`src/rtl/usb_tx_pkg.sv`:
```
// Shared types and line-level constants for the USB full-speed transmit path.
// The NRZI helper is the single place that defines the J/K toggle rule.
package usb_tx_pkg;

    typedef enum logic [2:0] {
        IDLE,
        SYNC,
        DATA,
        STUFF,
        EOP_SE0,
        EOP_J
    } tx_state_e;

    localparam logic [7:0] SYNC_BYTE    = 8'h80;
    localparam int         EOP_SE0_BITS = 2;

    // Line levels packed as {d_plus, d_minus}.
    localparam logic [1:0] LINE_J   = 2'b10;
    localparam logic [1:0] LINE_K   = 2'b01;
    localparam logic [1:0] LINE_SE0 = 2'b00;

    // A 0 toggles the line between J and K; a 1 holds the current level.
    function automatic logic [1:0] nrzi_next(input logic bit_val, input logic [1:0] cur);
        if (bit_val) return cur;
        return (cur == LINE_J) ? LINE_K : LINE_J;
    endfunction

endpackage

```
`src/rtl/usb_bit_timer.sv`:
```
// Bit-period timer: counts 0..BIT_CYCLES-1 while enabled and flags the last
// cycle of each period with bit_tick. Held at zero while disabled.
module usb_bit_timer #(
    parameter int BIT_CYCLES = 8
) (
    input  logic clk,
    input  logic rst,
    input  logic en,
    output logic bit_tick
);

    localparam logic [7:0] LAST = 8'(BIT_CYCLES - 1);

    logic [7:0] count;

    // NOTE: sequential state uses non-blocking assignments so every flop samples pre-edge values.
    always_ff @(posedge clk) begin
        if (rst || !en) begin
            count <= 8'd0;
        end else if (count == LAST) begin
            count <= 8'd0;
        end else begin
            count <= count + 8'd1;
        end
    end

    assign bit_tick = en && (count == LAST);

endmodule

```
`src/rtl/usb_nrzi_tx.sv`:
```
// USB full-speed transmitter: SYNC, LSB-first serialization, bit stuffing,
// NRZI encoding and EOP, fed from a one-entry hold register.
module usb_nrzi_tx
    import usb_tx_pkg::*;
#(
    parameter int BIT_CYCLES  = 8,
    parameter int STUFF_LIMIT = 6
) (
    input  logic       clk,
    input  logic       rst,
    input  logic [7:0] tx_data,
    input  logic       tx_last,
    input  logic       tx_valid,
    output logic       tx_ready,
    output logic       d_plus,
    output logic       d_minus,
    output logic       tx_busy,
    output logic       tx_error
);

    localparam logic [7:0] ONES_LIMIT = 8'(STUFF_LIMIT);

    tx_state_e  state;
    logic [1:0] line;
    logic [7:0] hold_data;
    logic       hold_last;
    logic       hold_full;
    logic [7:0] shift_reg;
    logic       cur_last;
    logic [2:0] bit_cnt;
    logic [7:0] ones_cnt;
    logic [1:0] eop_cnt;
    logic       bit_tick;

    logic       load;
    logic [7:0] ones_next;
    logic       stuff_now;
    logic       byte_done;
    logic       pull;

    usb_bit_timer #(.BIT_CYCLES(BIT_CYCLES)) u_timer (
        .clk      (clk),
        .rst      (rst),
        .en       (state != IDLE),
        .bit_tick (bit_tick)
    );

    assign tx_ready = !hold_full;
    assign load     = tx_valid && tx_ready;
    assign d_plus   = line[1];
    assign d_minus  = line[0];

    // NOTE: every always_comb output is assigned on every path, so no latches are inferred.
    always_comb begin
        ones_next = shift_reg[0] ? ones_cnt + 8'd1 : 8'd0;
        stuff_now = (state == SYNC || state == DATA) && (ones_next == ONES_LIMIT);
        byte_done = (state == SYNC || state == DATA || state == STUFF)
                    && !stuff_now && (bit_cnt == 3'd7);
        pull      = bit_tick && byte_done && !cur_last && hold_full;
    end

    // NOTE: the hold payload is cleared on reset too, so a stale byte can never leak after reset.
    always_ff @(posedge clk) begin
        if (rst) begin
            hold_full <= 1'b0;
            hold_data <= 8'd0;
            hold_last <= 1'b0;
        end else begin
            if (load) begin
                hold_data <= tx_data;
                hold_last <= tx_last;
            end
            hold_full <= load || (hold_full && !pull);
        end
    end

    always_ff @(posedge clk) begin
        if (rst) begin
            state     <= IDLE;
            line      <= LINE_J;
            tx_busy   <= 1'b0;
            tx_error  <= 1'b0;
            shift_reg <= 8'd0;
            cur_last  <= 1'b0;
            bit_cnt   <= 3'd0;
            ones_cnt  <= 8'd0;
            eop_cnt   <= 2'd0;
        end else begin
            tx_error <= 1'b0;
            case (state)
                IDLE: begin
                    if (hold_full) begin
                        state     <= SYNC;
                        shift_reg <= SYNC_BYTE;
                        cur_last  <= 1'b0;
                        bit_cnt   <= 3'd0;
                        ones_cnt  <= 8'd0;
                        line      <= nrzi_next(SYNC_BYTE[0], LINE_J);
                        tx_busy   <= 1'b1;
                    end
                end
                SYNC, DATA, STUFF: begin
                    if (bit_tick) begin
                        ones_cnt <= (state == STUFF || stuff_now) ? 8'd0 : ones_next;
                        if (stuff_now) begin
                            // Bit position is not advanced; STUFF resumes from here.
                            state <= STUFF;
                            line  <= nrzi_next(1'b0, line);
                        end else if (!byte_done) begin
                            if (state == STUFF) state <= DATA;
                            shift_reg <= shift_reg >> 1;
                            bit_cnt   <= bit_cnt + 3'd1;
                            line      <= nrzi_next(shift_reg[1], line);
                        end else if (cur_last) begin
                            state   <= EOP_SE0;
                            line    <= LINE_SE0;
                            eop_cnt <= 2'd0;
                        end else if (hold_full) begin
                            state     <= DATA;
                            shift_reg <= hold_data;
                            cur_last  <= hold_last;
                            bit_cnt   <= 3'd0;
                            line      <= nrzi_next(hold_data[0], line);
                        end else begin
                            tx_error <= 1'b1;
                            state    <= EOP_SE0;
                            line     <= LINE_SE0;
                            eop_cnt  <= 2'd0;
                        end
                    end
                end
                EOP_SE0: begin
                    if (bit_tick) begin
                        if (eop_cnt == 2'(EOP_SE0_BITS - 1)) begin
                            state <= EOP_J;
                            line  <= LINE_J;
                        end else begin
                            eop_cnt <= eop_cnt + 2'd1;
                        end
                    end
                end
                EOP_J: begin
                    if (bit_tick) begin
                        state   <= IDLE;
                        tx_busy <= 1'b0;
                    end
                end
                default: begin
                    state   <= IDLE;
                    line    <= LINE_J;
                    tx_busy <= 1'b0;
                end
            endcase
        end
    end

endmodule
```
`config.mk`:
```
export PLATFORM = sky130hd
export DESIGN_NAME = usb_nrzi_tx
export DESIGN_NICKNAME = d
export VERILOG_FILES = /design/src/rtl/usb_tx_pkg.sv /design/src/rtl/usb_bit_timer.sv /design/src/rtl/usb_nrzi_tx.sv
export SDC_FILE = /design/constraint.sdc
export NUM_CORES = 1
export LEC_CHECK = 0
export BUFFER_PORTS_ARGS = -buffer_cell sky130_fd_sc_hd__buf_2
export CORE_MARGIN = 2
export CORE_UTILIZATION = 50
export DETAILED_ROUTE_END_ITERATION = 12
export HOLD_SLACK_MARGIN = 0.15
export PLACE_DENSITY = 0.76
export SLEW_MARGIN = 20
export SYNTH_ARGS = -nofsm -noshare
export SYNTH_HDL_FRONTEND = slang
export SYNTH_SLANG_ARGS = --single-unit
```
`constraint.sdc`:
```
create_clock -name clk -period 2.52 [get_ports clk]
set_clock_uncertainty 0.15 [all_clocks]
set_input_delay 0.378 -clock clk [delete_from_list [all_inputs] [get_ports clk]]
set_output_delay 0.378 -clock clk [all_outputs]
set_load 0.05 [all_outputs]
```
==> out/results.tsv, run 1 <==
metric	value	unit
worst hold slack	0.157	ns
status	finished, final reports clean	
Tcrit/Tclk final	93.8	%
final number of setup-violating endpoints	0	
mapped cell area	2420	um2
DRT Wirelength	5050	um
worst-margin pin slew	0.626	ns
Primary FF master, synth	dfxtp_1	
I/O pins	17	
nature of the critical path endpoint	flop	
worst reg-to-reg setup slack	0.16	ns
Root Buffer Master	clkbuf_8	
Post-Synth Simple-Gate Area	24.8	%
wire per inst	13.9	um
sequential area share after synthesis	38.9	%
GRT Total Usage	19.9	%
Post-synth EDFFs	0	
share of the synthesized area in the top cell type	38.9	%
P_leak	1.05	nW
area leader, netlist	dfxtp_1	
Power Internal	1.24	mW
list of most frequent post-synthesis cells	dfxtp_1, nand2_1, a21oi_1	
H-tree Lvls	2	
Syn Nets	300	
synth top area cells	dfxtp_1, nand2_1, a21oi_1	
clk slew on worst S/H paths	0.09	ns
Slew Limit Fails	0	
max_cap viols	0	
Max FO, Critical Path	4	
TritonCTS clock tree	built	
Adder-Cell Fraction of Synth Area	2.59	%
min-delay worst type	in2reg	
Remaining DRCs	0	
Core Region	4690	um2
Flop pwr share	47.8	%
Row Count	25	
max-slew headroom at the worst pin	58.2	%
CTS Buffer Depth	2	
Peak Freq	423	MHz
final hold vios	0	
cells after synthesis	283	
pwr dens	593	nW/um2
Cells after DPL	351	
setup total negative slack	0	ns
largest family of logic cells by synthesized area	simple AND/OR/NAND/NOR gates	
clock power share	39.1	%
vias in the first global route	1861	
post-layout minimum cycle time	2.36	ns
post-synthesis compound-gate area fraction	19.9	%
ys async rst share	0	%
Chip Width	73.6	um
multiplexer share of the synthesized area	5.69	%
layout cell share with drive strength beyond 1	19.5	%
Initial Utilization	51.6	%
Final Core Density	58.8	%
syn avg cell area	8.55	um2
gpl congestion	0.938	
hpwl dp	3670	um
global-route wire length before repair	8510	um
multi-input logic area	1370	um2
Die ar.	5410	um2
Final ANT Viol Nets	0	
post-DR vias/cell	5.74	
critical path type	reg2reg	
Worst EP required	2.56	ns
Synth Warn #	0	
Combinational Power Share	13.1	%
clk_lat worst skew	0.30	ns
Startpoint Class	flop	
global route total overflow	0	
Area Growth Syn to Fin	14.0	%
Synth Area in XOR/XNOR	3.26	%
Layout Cells excl Fill	362	
Net Sw Power	393	uW
register area	941	um2
NumNets Final	324	
DR pass1 iterations	4	
via count	2077	
Num CTS Buffers	5	
# port buffers	16	
most frequent cell after synthesis	dfxtp_1	
Die Y	73.6	um
Sink Count	47	
RSZ-0062 raised after global routing	no	
switching part of the total	24.0	%
number of synthesized register bits	47	
crit path DAT	2.40	ns
initial antenna violation count	0	
synth unique cells	58	
Antenna Cells	0	
largest net degree at the start of global routing	29	
Worst IR Drop VDD	0.415	mV
Layout fillers	410	
initial DRC count	122	
[cells by family (layout without fill, tap and decap cells)]
| kind of cell | Yosys count | after routing |
|---|---|---|
| buffers and inverters | 25 | 50 |
| AO/OA/AOI/OAI | 70 | 70 |
| flip-flops | 47 | 47 |
| AND/OR/NAND/NOR | 114 | 114 |
| multiplexers | 13 | 13 |
| adder cells (fa/ha/maj) | 5 | 5 |
| XOR/XNOR | 9 | 9 |
[timing repair]
item / in CTS / in global routing
setup buffers: 0 / 2
hold buffers: 1 / 0
setup endpoints to repair: 0 / 17
resized for setup: 0 / 3
hold endpoints to repair: 1 / 0
[power groups by stage]
stage	logic, mW	registers (mW)	clock network [mW]
global placement	0.209	0.799	0
floorplan	0.136	0.816	0
detailed placement	0.210	0.800	0
global route	0.235	0.787	0.686
finish	0.214	0.783	0.639
CTS	0.212	0.783	0.657
[layout make-up]
| class | count | area share, % |
|---|---|---|
| clock inverters | 2 | 2.18 |
| repair buffers | 34 | 7.89 |
| multi-input cells | 211 | 49.6 |
| inverters | 8 | 1.09 |
| flip-flops and latches | 47 | 34.1 |
| clock buffers | 6 | 2.63 |
| well taps | 54 | 2.45 |
[worst max-delay path: stages, from the launching register on]
cell     delay (ns)
dfxtp_1        0.35
or4_4          0.57
or3_1          0.42
o31ai_2        0.38
mux2_2         0.38
[layer usage]
layer  track usage, %  vias up  part of all wire [%]
met5                0        -                     0
met2             29.6       65                    45
met1             28.1      940                    48
li1                 -     1061                     -
met3             4.39       11                   5.2
met4             7.68        0                   1.5
[final timing paths]
kind,start,to,cells after the start
worst max-delay path,u_timer.count[4]$_SDFF_PP0_,eop_cnt[0]$_SDFFE_PP0P_,4
worst min-delay path,tx_data[6],hold_data[6]$_SDFFE_PP0P_,3
worst max register to register,u_timer.count[4]$_SDFF_PP0_,eop_cnt[0]$_SDFFE_PP0P_,4
worst min register to register,u_timer.count[0]$_SDFF_PP0_,u_timer.count[0]$_SDFF_PP0_,1
[placed cells by master (no fill, tap or decap), types with 5 or more instances in the layout]
cell type and instances:
buf_2 16, nand2_1 35, o2bb2ai_1 7, ha_1 5, a21oi_1 25, o21ai_0 8, dfxtp_1 47, clkbuf_8 5
nor2_1 19, buf_4 17, mux2i_1 10, nor3_1 9, nand2b_1 5, nand3_1 9, nor2b_1 6, xor2_1 6
inv_1 8
[metrics by stage]
stage                     instance area, um2  power, mW  setup slack, ns
after floorplan                         2420      0.952            0.265
after global placement                  2590       1.01           0.0638
after detailed placement                2590       1.01           0.0761
after CTS                               2730       1.65           0.0465
after global routing                    2760       1.71           0.0188
final                                   2760       1.64            0.157
Power figures use the tool's default switching activity.
==> inputs of run 2 (changes only) <==
BUFFER_PORTS_ARGS = -buffer_cell sky130_fd_sc_hd__buf_4   (was -buffer_cell sky130_fd_sc_hd__buf_2)
clock period = 2.75 ns   (was 2.52 ns; I/O delays follow)
==> run 2 against run 1 <==
Against the previous run:
- hold slack gained 0.038 ns
- die area did not move
- via count fell by 1.5%
- power is 17% lower
- non-clock buffer count fell by 8
- fmax is 4.8% lower
- flip-flop and latch count stayed put
- global-route usage rose by 0.22 points
- clock power is 31% lower
- largest cell class unchanged
- largest power group unchanged
==> out/results.tsv, run 2 (same netlist as run 1, synthesis figures left out) <==
metric	value	unit
status	finished, final reports clean	
clk slew on worst S/H paths	0.09	ns
GRT Total Usage	20.1	%
Max stage delay on crit path	0.66	ns
min-delay worst type	in2reg	
Startpoint Class	flop	
Final ANT Viol Nets	0	
max_cap viols	0	
Tcrit/Tclk final	90.3	%
NumNets Final	316	
nature of the critical path endpoint	flop	
I/O pins	17	
# port buffers	16	
global route total overflow	0	
slowest CP cell	or4_1	
Max FO, Critical Path	7	
post-layout minimum cycle time	2.48	ns
largest net degree at the start of global routing	35	
met3 wire len	192	um
clk_lat worst skew	0.30	ns
Chip Width	73.6	um
max-slew headroom at the worst pin	60.5	%
post-DR vias/cell	5.78	
Worst IR Drop VDD	0.264	mV
TritonCTS clock tree	built	
Core Region	4690	um2
Peak Freq	403	MHz
critical path type	reg2reg	
worst-margin pin slew	0.591	ns
Slew Limit Fails	0	
Worst EP required	2.84	ns
final number of setup-violating endpoints	0	
CTS Buffer Depth	2	
setup total negative slack	0	ns
P_leak	1.00	nW
crit path DAT	2.57	ns
post-CTS setup buffers	0	
met2 wire length	2310	um
Root Buffer Master	clkbuf_8	
Sink Count	47	
Die Y	73.6	um
pwr dens	504	nW/um2
Area Growth Syn to Fin	11.2	%
cells on worst reg2reg path	7	
wire per inst	14.3	um
H-tree Lvls	2	
Stages on worst setup path	7	
initial DRC count	97	
M1 wire length	2470	um
family with the most delay on the worst path	simple AND/OR/NAND/NOR gates	
worst path cell trace	ha_1 > nand4_1 > mux2i_1 > a21oi_2 > nor2_2 > or4_1 > o2bb2ai_1	
Initial Utilization	51.6	%
hold_buf cts	0	
Worst Hold Depth	3	
Antenna Cells	0	
Buf+Inv Stages, Crit Path	0	
gpl congestion	0.904	
Die ar.	5410	um2
RSZ-0062 raised after global routing	no	
post_cts resized	0	
Row Count	25	
commonest cells after routing, fill and taps aside	dfxtp_1, nand2_1, buf_4	
initial antenna violation count	0	
placed inst area	2590	um2
global-route wire length before repair	8500	um
DRT Wirelength	5060	um
Num CTS Buffers	5	
final hold vios	0	
post-route cell area	2690	um2
hpwl dp	3660	um
commonest non-fill, non-tap cell in the layout	dfxtp_1	
layout cell share with drive strength beyond 1	17.3	%
via count	2046	
vias in the first global route	1842	
Final Core Density	57.3	%
DR pass1 iterations	4	
Top Metal Used	met4	
Remaining DRCs	0	
run 2: cell types whose count changed in the layout (fill, tap and decap cells not counted), sizes merged:
cell         delta
inv             +1
dlygate4sd3     -1
clkinv          +1
buf             -7
bufinv          -2
run 2: path summary, 6_finish.rpt:
check / from / to / slack [ns]
min reg2reg: u_timer.count[0]$_SDFF_PP0_ / u_timer.count[0]$_SDFF_PP0_ / 0.30
max reg2reg: ones_cnt[0]$_SDFFE_PP0P_ / shift_reg[0]$_SDFFE_PP0P_ / 0.27
max: ones_cnt[0]$_SDFFE_PP0P_ / shift_reg[0]$_SDFFE_PP0P_ / 0.27
min: tx_data[5] / hold_data[5]$_SDFFE_PP0P_ / 0.19
run 2: where the power goes:
group,internal (mW),switching [mW]
Combinational,0.0783,0.116
Sequential,0.702,0.0191
Clock,0.206,0.234
Total,0.986,0.369
run 2: area by class of cell:
| class | count | area [um2] |
|---|---|---|
| Sequential cell | 47 | 941 |
| Timing Repair Buffer | 26 | 195 |
| Clock buffer | 6 | 82.6 |
| Fill cell | 437 | 2000 |
| Clock inverter | 2 | 13.8 |
| Multi-Input combinational cell | 211 | 1360 |
| Inverter | 8 | 30.0 |
| Tap cell | 54 | 67.6 |
run 2: worst min-delay path, cell delays in order:
cell and delay, ns:
buf_4 0.10, nand2_1 0.05, a21oi_1 0.05
run 2: routing by layer:
| layer | up-vias | GRT usage, % |
|---|---|---|
| li1 | 1044 | - |
| met1 | 946 | 27.7 |
| met2 | 44 | 30.6 |
| met3 | 12 | 4.39 |
| met4 | 0 | 8.08 |
| met5 | - | 0 |
run 2: through the flow:
stage	worst slack (ns)	hold slack (ns)	total power [mW]	cells
floorplan	0.495	0.263	0.872	283
global placement	0.295	0.274	0.927	346
detailed placement	0.307	0.286	0.929	346
CTS	0.251	0.190	1.37	354
global route	0.0877	0.177	1.42	354
finish	0.266	0.195	1.35	354
